<file path="src/rtl/network_layer_tx_arbiter_if.sv">
// Packet word bundle shared by the arbiter inputs and the merged output link.
// Ready is carried as a separate scalar port so each stream keeps its own accept name.
interface network_layer_tx_arbiter_if #(
  parameter int HDR_W  = 16,
  parameter int DATA_W = 32
);
  logic              valid;
  logic              first;
  logic              last;
  logic [HDR_W-1:0]  header;
  logic [DATA_W-1:0] data;

  modport master (output valid, first, last, header, data);
  modport slave  (input  valid, first, last, header, data);
endinterface

</file>
<file path="src/rtl/network_layer_tx_arbiter.sv">
// Packet-atomic round-robin merge of the pass-through and user streams onto layer_tx.
// Optional per-source packet counters are enabled with `define NET_TX_PKT_COUNT_EN.
module network_layer_tx_arbiter #(
  parameter bit INIT_PRIO   = 1'b0,
  parameter bit STRICT_PASS = 1'b0,
  parameter int HDR_W       = 16,
  parameter int DATA_W      = 32
) (
  input  logic                              clk,
  input  logic                              rst_n,
  network_layer_tx_arbiter_if.slave         passing_packet_rx,
  output logic                              passing_packet_rx_ready,
  network_layer_tx_arbiter_if.slave         user_layer_tx,
  output logic                              user_layer_tx_ready,
  network_layer_tx_arbiter_if.master        layer_tx,
  input  logic                              layer_tx_ready,
  output logic [7:0]                        tx_error_status
`ifdef NET_TX_PKT_COUNT_EN
  ,
  output logic [31:0]                       pass_pkt_count,
  output logic [31:0]                       user_pkt_count
`endif
);

  typedef enum logic [1:0] {IDLE = 2'd0, LOCK_PASS = 2'd1, LOCK_USER = 2'd2} state_t;

  state_t            state;
  logic              prio;        // 0 = passing holds priority, 1 = user
  logic              out_vld;
  logic              out_first, out_last;
  logic [HDR_W-1:0]  out_hdr;
  logic [DATA_W-1:0] out_data;

  logic grant_any, grant_user, out_free;
  logic acc_p, acc_u, acc, in_first, in_last, pkt_done, proto_err;

  // Grant depends only on state, priority and input valids, never on data fields.
  always_comb begin
    grant_any  = 1'b0;
    grant_user = 1'b0;
    case (state)
      IDLE: begin
        grant_any = passing_packet_rx.valid | user_layer_tx.valid;
        if (passing_packet_rx.valid & user_layer_tx.valid)
          grant_user = STRICT_PASS ? 1'b0 : prio;
        else
          grant_user = user_layer_tx.valid;
      end
      LOCK_PASS: grant_any = 1'b1;
      LOCK_USER: begin
        grant_any  = 1'b1;
        grant_user = 1'b1;
      end
      default: ;
    endcase
  end

  assign out_free                = ~out_vld | layer_tx_ready;
  assign passing_packet_rx_ready = rst_n & out_free & grant_any & ~grant_user;
  assign user_layer_tx_ready     = rst_n & out_free & grant_any &  grant_user;

  assign acc_p     = passing_packet_rx_ready & passing_packet_rx.valid;
  assign acc_u     = user_layer_tx_ready & user_layer_tx.valid;
  assign acc       = acc_p | acc_u;
  assign in_first  = acc_u ? user_layer_tx.first : passing_packet_rx.first;
  assign in_last   = acc_u ? user_layer_tx.last  : passing_packet_rx.last;
  assign pkt_done  = acc & in_last;
  assign proto_err = acc & ((state == IDLE) ? ~in_first : in_first);

  // Output register: fields only move when the slot is free, so a stall holds them.
  always_ff @(posedge clk) begin
    if (!rst_n) begin
      out_vld   <= 1'b0;
      out_first <= 1'b0;
      out_last  <= 1'b0;
      out_hdr   <= '0;
      out_data  <= '0;
    end else if (out_free) begin
      out_vld <= acc;
      if (acc) begin
        out_first <= in_first;
        out_last  <= in_last;
        out_hdr   <= acc_u ? user_layer_tx.header : passing_packet_rx.header;
        out_data  <= acc_u ? user_layer_tx.data   : passing_packet_rx.data;
      end
    end
  end

  assign layer_tx.valid  = out_vld;
  assign layer_tx.first  = out_first;
  assign layer_tx.last   = out_last;
  assign layer_tx.header = out_hdr;
  assign layer_tx.data   = out_data;

  always_ff @(posedge clk) begin
    if (!rst_n) begin
      state           <= IDLE;
      prio            <= INIT_PRIO;
      tx_error_status <= 8'd0;
`ifdef NET_TX_PKT_COUNT_EN
      pass_pkt_count  <= 32'd0;
      user_pkt_count  <= 32'd0;
`endif
    end else begin
      // Transitions follow last even on a malformed word.
      if (acc) begin
        if (in_last)
          state <= IDLE;
        else if (state == IDLE)
          state <= acc_u ? LOCK_USER : LOCK_PASS;
      end
      if (pkt_done && !STRICT_PASS)
        prio <= ~acc_u;
      if (proto_err && tx_error_status != 8'hFF)
        tx_error_status <= tx_error_status + 8'd1;
`ifdef NET_TX_PKT_COUNT_EN
      if (pkt_done & acc_p) pass_pkt_count <= pass_pkt_count + 32'd1;
      if (pkt_done & acc_u) user_pkt_count <= user_pkt_count + 32'd1;
`endif
    end
  end

endmodule
</file>
<file path="src/flat_wrapper.sv">
// flat-port wrapper written by rule: the top's interface ports become plain ports
module network_layer_tx_arbiter_flat 
#(
  parameter bit INIT_PRIO   = 1'b0,
  parameter bit STRICT_PASS = 1'b0,
  parameter int HDR_W       = 16,
  parameter int DATA_W      = 32
)
  (clk, rst_n, passing_packet_rx_ready, user_layer_tx_ready, layer_tx_ready, tx_error_status, passing_packet_rx_valid, passing_packet_rx_first, passing_packet_rx_last, passing_packet_rx_header, passing_packet_rx_data, user_layer_tx_valid, user_layer_tx_first, user_layer_tx_last, user_layer_tx_header, user_layer_tx_data, layer_tx_valid, layer_tx_first, layer_tx_last, layer_tx_header, layer_tx_data);
  network_layer_tx_arbiter_if #(.HDR_W(HDR_W), .DATA_W(DATA_W)) passing_packet_rx_i ();
  network_layer_tx_arbiter_if #(.HDR_W(HDR_W), .DATA_W(DATA_W)) user_layer_tx_i ();
  network_layer_tx_arbiter_if #(.HDR_W(HDR_W), .DATA_W(DATA_W)) layer_tx_i ();
  input  logic clk;
  input  logic rst_n;
  output logic passing_packet_rx_ready;
  output logic user_layer_tx_ready;
  input  logic layer_tx_ready;
  output logic [7:0] tx_error_status;
  input wire logic [$bits(passing_packet_rx_i.valid)-1:0] passing_packet_rx_valid;
  input wire logic [$bits(passing_packet_rx_i.first)-1:0] passing_packet_rx_first;
  input wire logic [$bits(passing_packet_rx_i.last)-1:0] passing_packet_rx_last;
  input wire logic [$bits(passing_packet_rx_i.header)-1:0] passing_packet_rx_header;
  input wire logic [$bits(passing_packet_rx_i.data)-1:0] passing_packet_rx_data;
  input wire logic [$bits(user_layer_tx_i.valid)-1:0] user_layer_tx_valid;
  input wire logic [$bits(user_layer_tx_i.first)-1:0] user_layer_tx_first;
  input wire logic [$bits(user_layer_tx_i.last)-1:0] user_layer_tx_last;
  input wire logic [$bits(user_layer_tx_i.header)-1:0] user_layer_tx_header;
  input wire logic [$bits(user_layer_tx_i.data)-1:0] user_layer_tx_data;
  output wire logic [$bits(layer_tx_i.valid)-1:0] layer_tx_valid;
  output wire logic [$bits(layer_tx_i.first)-1:0] layer_tx_first;
  output wire logic [$bits(layer_tx_i.last)-1:0] layer_tx_last;
  output wire logic [$bits(layer_tx_i.header)-1:0] layer_tx_header;
  output wire logic [$bits(layer_tx_i.data)-1:0] layer_tx_data;
  assign passing_packet_rx_i.valid = passing_packet_rx_valid;
  assign passing_packet_rx_i.first = passing_packet_rx_first;
  assign passing_packet_rx_i.last = passing_packet_rx_last;
  assign passing_packet_rx_i.header = passing_packet_rx_header;
  assign passing_packet_rx_i.data = passing_packet_rx_data;
  assign user_layer_tx_i.valid = user_layer_tx_valid;
  assign user_layer_tx_i.first = user_layer_tx_first;
  assign user_layer_tx_i.last = user_layer_tx_last;
  assign user_layer_tx_i.header = user_layer_tx_header;
  assign user_layer_tx_i.data = user_layer_tx_data;
  assign layer_tx_valid = layer_tx_i.valid;
  assign layer_tx_first = layer_tx_i.first;
  assign layer_tx_last = layer_tx_i.last;
  assign layer_tx_header = layer_tx_i.header;
  assign layer_tx_data = layer_tx_i.data;
  network_layer_tx_arbiter #(.INIT_PRIO(INIT_PRIO), .STRICT_PASS(STRICT_PASS), .HDR_W(HDR_W), .DATA_W(DATA_W)) u_core (.clk(clk), .rst_n(rst_n), .passing_packet_rx(passing_packet_rx_i), .passing_packet_rx_ready(passing_packet_rx_ready), .user_layer_tx(user_layer_tx_i), .user_layer_tx_ready(user_layer_tx_ready), .layer_tx(layer_tx_i), .layer_tx_ready(layer_tx_ready), .tx_error_status(tx_error_status));
endmodule
</file>
<file path="config.mk">
export PLATFORM = sky130hd
export DESIGN_NAME = network_layer_tx_arbiter_flat
export DESIGN_NICKNAME = d
export VERILOG_FILES = /design/src/rtl/network_layer_tx_arbiter_if.sv /design/src/rtl/network_layer_tx_arbiter.sv /design/src/flat_wrapper.sv
export SDC_FILE = /design/constraint.sdc
export NUM_CORES = 1
export LEC_CHECK = 0
export ABC_AREA = 1
export BUFFER_PORTS_ARGS = -buffer_cell sky130_fd_sc_hd__buf_2
export CORE_UTILIZATION = 30
export DETAILED_ROUTE_END_ITERATION = 10
export PLACE_DENSITY = 0.69
export SYNTH_ARGS = -nofsm -noshare
export SYNTH_HDL_FRONTEND = slang
export SYNTH_SLANG_ARGS = --single-unit
export TNS_END_PERCENT = 20
</file>
<file path="constraint.sdc">
create_clock -name clk -period 3 [get_ports clk]
set_input_delay 0.15 -clock clk [delete_from_list [all_inputs] [get_ports clk]]
set_output_delay 0.15 -clock clk [all_outputs]
set_load 0.005 [all_outputs]
</file>
After elaboration in Yosys (flattened, before gate mapping)
Index checks and enable logic that the tools add are counted.
- output and inout bits: 61
- register bits after elaboration: 62
- input bits: 105
- word-level logic and storage cells: 45
- bitwise gates (word level): 16
- eq/ne operators: 3
- muxes and demuxes: 11
- reductions and logical operators: 6
- $add $sub $neg: 1
- operator list (cell ; number):
    two-way mux 32 bit ; 1
    two-way mux 16 bit ; 1
    bitwise AND 1 bit ; 9
    adder 8 x 1 -> 8 bit (second input constant) ; 1
    != test 8 bit (second input constant) ; 1
    two-way mux 2 bit ; 3
    two-way mux 1 bit ; 4
    inverter 1 bit ; 4
    one-hot mux 1 bit (2 select lines) ; 2
    AND reduction 2 bit ; 2
    bitwise OR 1 bit ; 3
    == test 2 x 1 -> 1 bit (second input constant) ; 1
    == test 2 bit (second input constant) ; 1
    logical NOT 2 bit ; 1
    nonzero test 2 bit ; 1
    OR reduction 2 bit ; 1
    logical AND 1 bit ; 1

Longest topological paths before layout
- depth after elaboration: 11
- gate-level depth with buffers: 14
- depth with buffers taken out: 14

Worst setup path before layout
Ideal clock, no wire load.
- path type: register -> register
- start: register u_core.state[0]
- end: register u_core.out_data[17] (netlist: u_core.layer_tx.data[17])
- clock period less this slack: 1.778 ns
- stages on the path, launching flop included: 12
- setup slack: 1.222 ns
- data arrival time: 1.704 ns
- buffers on the path: 2
- library setup time: 0.074 ns
- required time: 2.926 ns
- path through: dfxtp_1 > inv_1 > ha_1 > nand2_1 > inv_2 > nand2_1 > nand2_2 > nand4_4 > buf_2 > clkbuf_1 > nand2_1 > a31oi_1
- longest elaborated chain between the ends: 8
- elaborated cells on any way between the ends: 15
- those cells by class: eq/ne: 2; mux: 3; bitwise: 7; reduce/logical: 3
- ends and longest elaborated chain (item ; RTL line ; source):
    from (decl) ; network_layer_tx_arbiter.sv:27 ; state_t state;
    from (signal assigned) ; network_layer_tx_arbiter.sv:110 ; state <= acc_u ? LOCK_USER : LOCK_PASS;
    == test 2 x 1 -> 1 bit or == test 2 bit (tied branches) ; network_layer_tx_arbiter.sv:41 ; case (state)
    OR reduction 2 bit (no source line) ; n/a ;
    one-hot mux 1 bit (2 select lines) ; network_layer_tx_arbiter.sv:41 ;
    bitwise AND 1 bit ; network_layer_tx_arbiter.sv:59, network_layer_tx_arbiter.sv:60 ;
    bitwise AND 1 bit (on tied branches) ; network_layer_tx_arbiter.sv:59, network_layer_tx_arbiter.sv:60 ;
    bitwise AND 1 bit (on tied branches) ; network_layer_tx_arbiter.sv:62, network_layer_tx_arbiter.sv:63 ;
    bitwise OR 1 bit ; network_layer_tx_arbiter.sv:64 ; assign acc = acc_p | acc_u;
    AND reduction 2 bit (no source line) ; n/a ;
    to (signal assigned) ; network_layer_tx_arbiter.sv:84 ; out_data <= acc_u ? user_layer_tx.data : passing_packet_rx.data;
    to (decl) ; network_layer_tx_arbiter.sv:32 ; logic [DATA_W-1:0] out_data;
Several ways; a longest one is shown, not always the timed one.
A chain may end at the register's enable or synchronous reset.

Worst setup path after layout
- start: register u_core.state[0]
- end: register u_core.state[1]
- longest elaborated chain between the ends: 9
- elaborated cells on any way between the ends: 19
- those cells by class: eq/ne: 2; mux: 6; bitwise: 7; reduce/logical: 4
- ends and longest elaborated chain (item ; RTL line ; source):
    == test 2 x 1 -> 1 bit or == test 2 bit (tied branches) ; network_layer_tx_arbiter.sv:41 ;
    OR reduction 2 bit (no source line) ; n/a ;
    one-hot mux 1 bit (2 select lines) ; network_layer_tx_arbiter.sv:41 ;
    bitwise AND 1 bit ; network_layer_tx_arbiter.sv:59, network_layer_tx_arbiter.sv:60 ;
    bitwise AND 1 bit ; network_layer_tx_arbiter.sv:60 ; assign user_layer_tx_ready = rst_n & out_free & grant_any & grant_user;
    bitwise AND 1 bit ; network_layer_tx_arbiter.sv:63 ; assign acc_u = user_layer_tx_ready & user_layer_tx.valid;
    two-way mux 2 bit or two-way mux 1 bit (tied branches) ; network_layer_tx_arbiter.sv:110, network_layer_tx_arbiter.sv:66 ;
    two-way mux 2 bit or nonzero test 2 bit (tied branches) ; n/a ;
    two-way mux 2 bit or AND reduction 2 bit (tied branches) ; n/a ;
Several ways; a longest one is shown, not always the timed one. The select of a mux whose other input is x is not followed.

==> impl_metrics.tcl <==
set metrics [dict create \
    hold_path.class "in2reg" \
    min_path_cells 3 \
    irDropWorstVdd_mv 0.287 \
    nFillCells 976 \
    hold_end "u_core.layer_tx.header[2]" \
    fin_cells 683 \
    layout_commonest_cell "buf_2" \
    post-route-util 0.430 \
    antenna_found_initial 0 \
    worstRegToRegCells 14 \
    synth_fp_nets 503 \
    slew_viol_final 0 \
    layout_common_cells "165 x buf_2, 124 x nand2_1, 62 x dfxtp_1, 48 x a31oi_1, 40 x o21ai_0" \
    crit_type "reg2reg" \
    hp-start "user_layer_tx_header[2]" \
    postCtsSetupRepairBufs 0 \
    final_antenna_net_count 0 \
    cts_root_buffer "clkbuf_8" \
    wirelength_um 8520 \
    worstSetupStartpointType "register" \
    clkSlewWorstSetupHoldPaths_ns 0.08 \
    ys_warn_count 0 \
    viasPerCell 4.80 \
    crit_top_cell "nand2_1" \
    post-synth-top-area-cell "dfxtp_1" \
    drtPass1Iterations 6 \
    die-area_mm2 0.0101 \
    cts_resized 0 \
    dp_cells 667 \
    grt.overflow.total 0 \
    clk_latency_ns 0.34 \
    reg2reg_slack_ns 0.79 \
    leakagePower_nw 1.99 \
    finalSetupTns_ns 0 \
    endpoint_kind "register" \
    p_total_mw 2.99 \
    cts_made_buffers 9 \
    routabilityCongestion 0.747 \
    track_usage 0.171 \
    remaining_drc_errors 0 \
    r2r-end "u_core.state[1]" \
    htree_num_levels 3 \
    die_height_um 100 \
    grt_max_degree 59 \
    finalHoldViolCount 0 \
    ios 166 \
    wire_per_inst_um 12.5 \
    r2r-start "u_core.state[0]" \
    cts_hold_buf 0 \
    skew_ns 0.0109 \
    rows 35 \
    critPathSlowestCell "buf_4" \
    core-area_mm2 0.00933 \
    fin_nets 658 \
    path_buf_inv 4 \
    critPathMaxStageDelay_ns 0.41 \
    cp_cell_sequence "inv_1 -> ha_1 -> nand2_1 -> inv_2 -> nand2_1 -> nand2_2 -> inv_1 -> nand3_2 -> nand2_2 -> buf_4 -> nand2_1 -> o21ai_1 -> nor2_1 -> nor2_1" \
    clockBufferDepth 2 \
    synth_cells 394 \
    synth_top_cells_by_area "dfxtp_1 43%, nand2_1 16%, a31oi_1 10%" \
    rsz0062_at_grt "no" \
    cap_violations 0 \
    crit_fanout 58 \
    synth_top_area_frac 0.427 \
    slew_headroom 0.467 \
    antenna_cells 0 \
    setup_viol 0 \
    ys_types 29 \
    grt_pass1_wl_um 13600 \
    synth_area_mm2 0.00291 \
    cts_sinks 62 \
    powerDensity_mw_per_mm2 745 \
    fmax_mhz 453 \
    critical_path_required_ns 3.28 \
    crit_arrival_ns 2.49 \
    critical_path.top_delay_family "simple AND/OR/NAND/NOR gates" \
    status "complete, no violations" \
    cts_tree "done" \
    avgSynthCellArea_um2 7.38 \
    seq_area_frac_synth 0.427 \
    drive_gt1_frac 0.365 \
    synth-seq-cells 62 \
    area_growth_pct 38.0 \
    portBuffers 165 \
    drtIter0Drc 119 \
    die_w_um 100 \
    period_minus_slack_ns 2.21 \
    start_util 0.312 \
    grt_pass1_vias 3129 \
    worst_slew_pin_slew_ns 0.800 \
    hpwl_um 6260 \
    num_vias 3281 \
    period_share 0.736 \
]
-- final cells by class --
| cell class | count | area, um^2 | share of cell area |
|---|---|---|---|
| clock inverters | 7 | 97.6 | 0.0243 |
| flip-flops and latches | 62 | 1240 | 0.309 |
| multi-input cells | 284 | 1440 | 0.358 |
| inverters | 21 | 81.3 | 0.0203 |
| clock buffers | 9 | 124 | 0.0309 |
| repair buffers | 171 | 871 | 0.217 |
| well taps | 129 | 161 | 0.0402 |
-- power breakdown --
group	leakage [nW]	total [mW]	internal, mW	switching (mW)
registers	0.508	1.14	1.03	0.105
logic	1.37	1.02	0.407	0.615
clock network	0.106	0.829	0.470	0.359
-- logic make-up (layout without fill, tap and decap cells) --
logic type,after synthesis,count (layout),synth area share
AOI/OAI and AO/OA,110,110,0.214
xor gates and xnor gates,6,6,0.0181
adders and majority gates,4,4,0.0172
buffers and inverters,48,208,0.0792
DFF,62,62,0.427
and+or+nand+nor,164,164,0.245
-- worst reg2reg max path: stages, from the launching register on --
cell,delay [ns]
dfxtp_1,0.36
inv_1,0.07
ha_1,0.24
nand2_1,0.11
inv_2,0.04
nand2_1,0.07
nand2_2,0.09
inv_1,0.10
nand3_2,0.12
nand2_2,0.08
buf_4,0.41
nand2_1,0.17
o21ai_1,0.14
nor2_1,0.06
nor2_1,0.09
-- metal layers --
layer,vias up,track usage,routed length [um]
li1,1651,-,-
met1,1509,0.187,3740
met2,110,0.305,4200
met3,11,0.0501,471
met4,0,0.0725,99
met5,-,0,0
-- cells in the mapped netlist --
library cell,n
nand3b_1,1
buf_2,7
buf_1,1
ha_1,4
buf_4,6
nand4_4,1
inv_1,17
clkbuf_2,1
buf_6,2
xnor2_1,2
o21ai_1,11
a21oi_4,1
xor2_1,4
nand4_1,9
dfxtp_1,62
a21oi_1,10
nor3_1,3
nor2_2,2
nand2_2,4
nand3_1,5
inv_2,3
nand3_2,2
clkbuf_1,10
nor2_1,12
o21ai_0,40
inv_4,1
a31oi_1,48
nand3_4,1
nand2_1,124
-- flip-flops by register name, indices dropped and copies added (netlist names) --
name and cells:
u_core.layer_tx.data 32, u_core.tx_error_status 8, u_core.layer_tx.first 1, u_core.layer_tx.header 16, u_core.layer_tx.last 1, u_core.state 2
u_core.prio 1, u_core.layer_tx.valid 1
-- metrics by stage --
| step | hold WS (ns) | setup WS (ns) | instance area (um^2) |
|---|---|---|---|
| 6_report | 0.0682 | 0.793 | 4010 |
| 5_1_grt | 0.0529 | 0.543 | 4010 |
| 4_1_cts | 0.0438 | 0.789 | 4010 |
| 3_5_place_dp | 0.416 | 0.802 | 3790 |
| 3_3_place_gp | 0.419 | 0.879 | 3790 |
| 2_1_floorplan | 0.307 | 1.22 | 2910 |
-- worst max path at each step --
| stage | start | end | slack [ns] | cells past startpoint |
|---|---|---|---|---|
| 6_report | u_core.state[0] | u_core.state[1] | 0.79 | 14 |
| 5_1_grt | u_core.state[0] | u_core.tx_error_status[5] | 0.54 | 14 |
| 4_1_cts | u_core.state[0] | u_core.state[1] | 0.79 | 14 |
| 3_5_place_dp | u_core.state[0] | u_core.state[1] | 0.80 | 14 |
| 3_3_place_gp | u_core.state[0] | u_core.state[1] | 0.88 | 14 |
| 2_1_floorplan | u_core.state[0] | u_core.layer_tx.data[17] | 1.22 | 11 |
(Power assumes the default switching activity.)
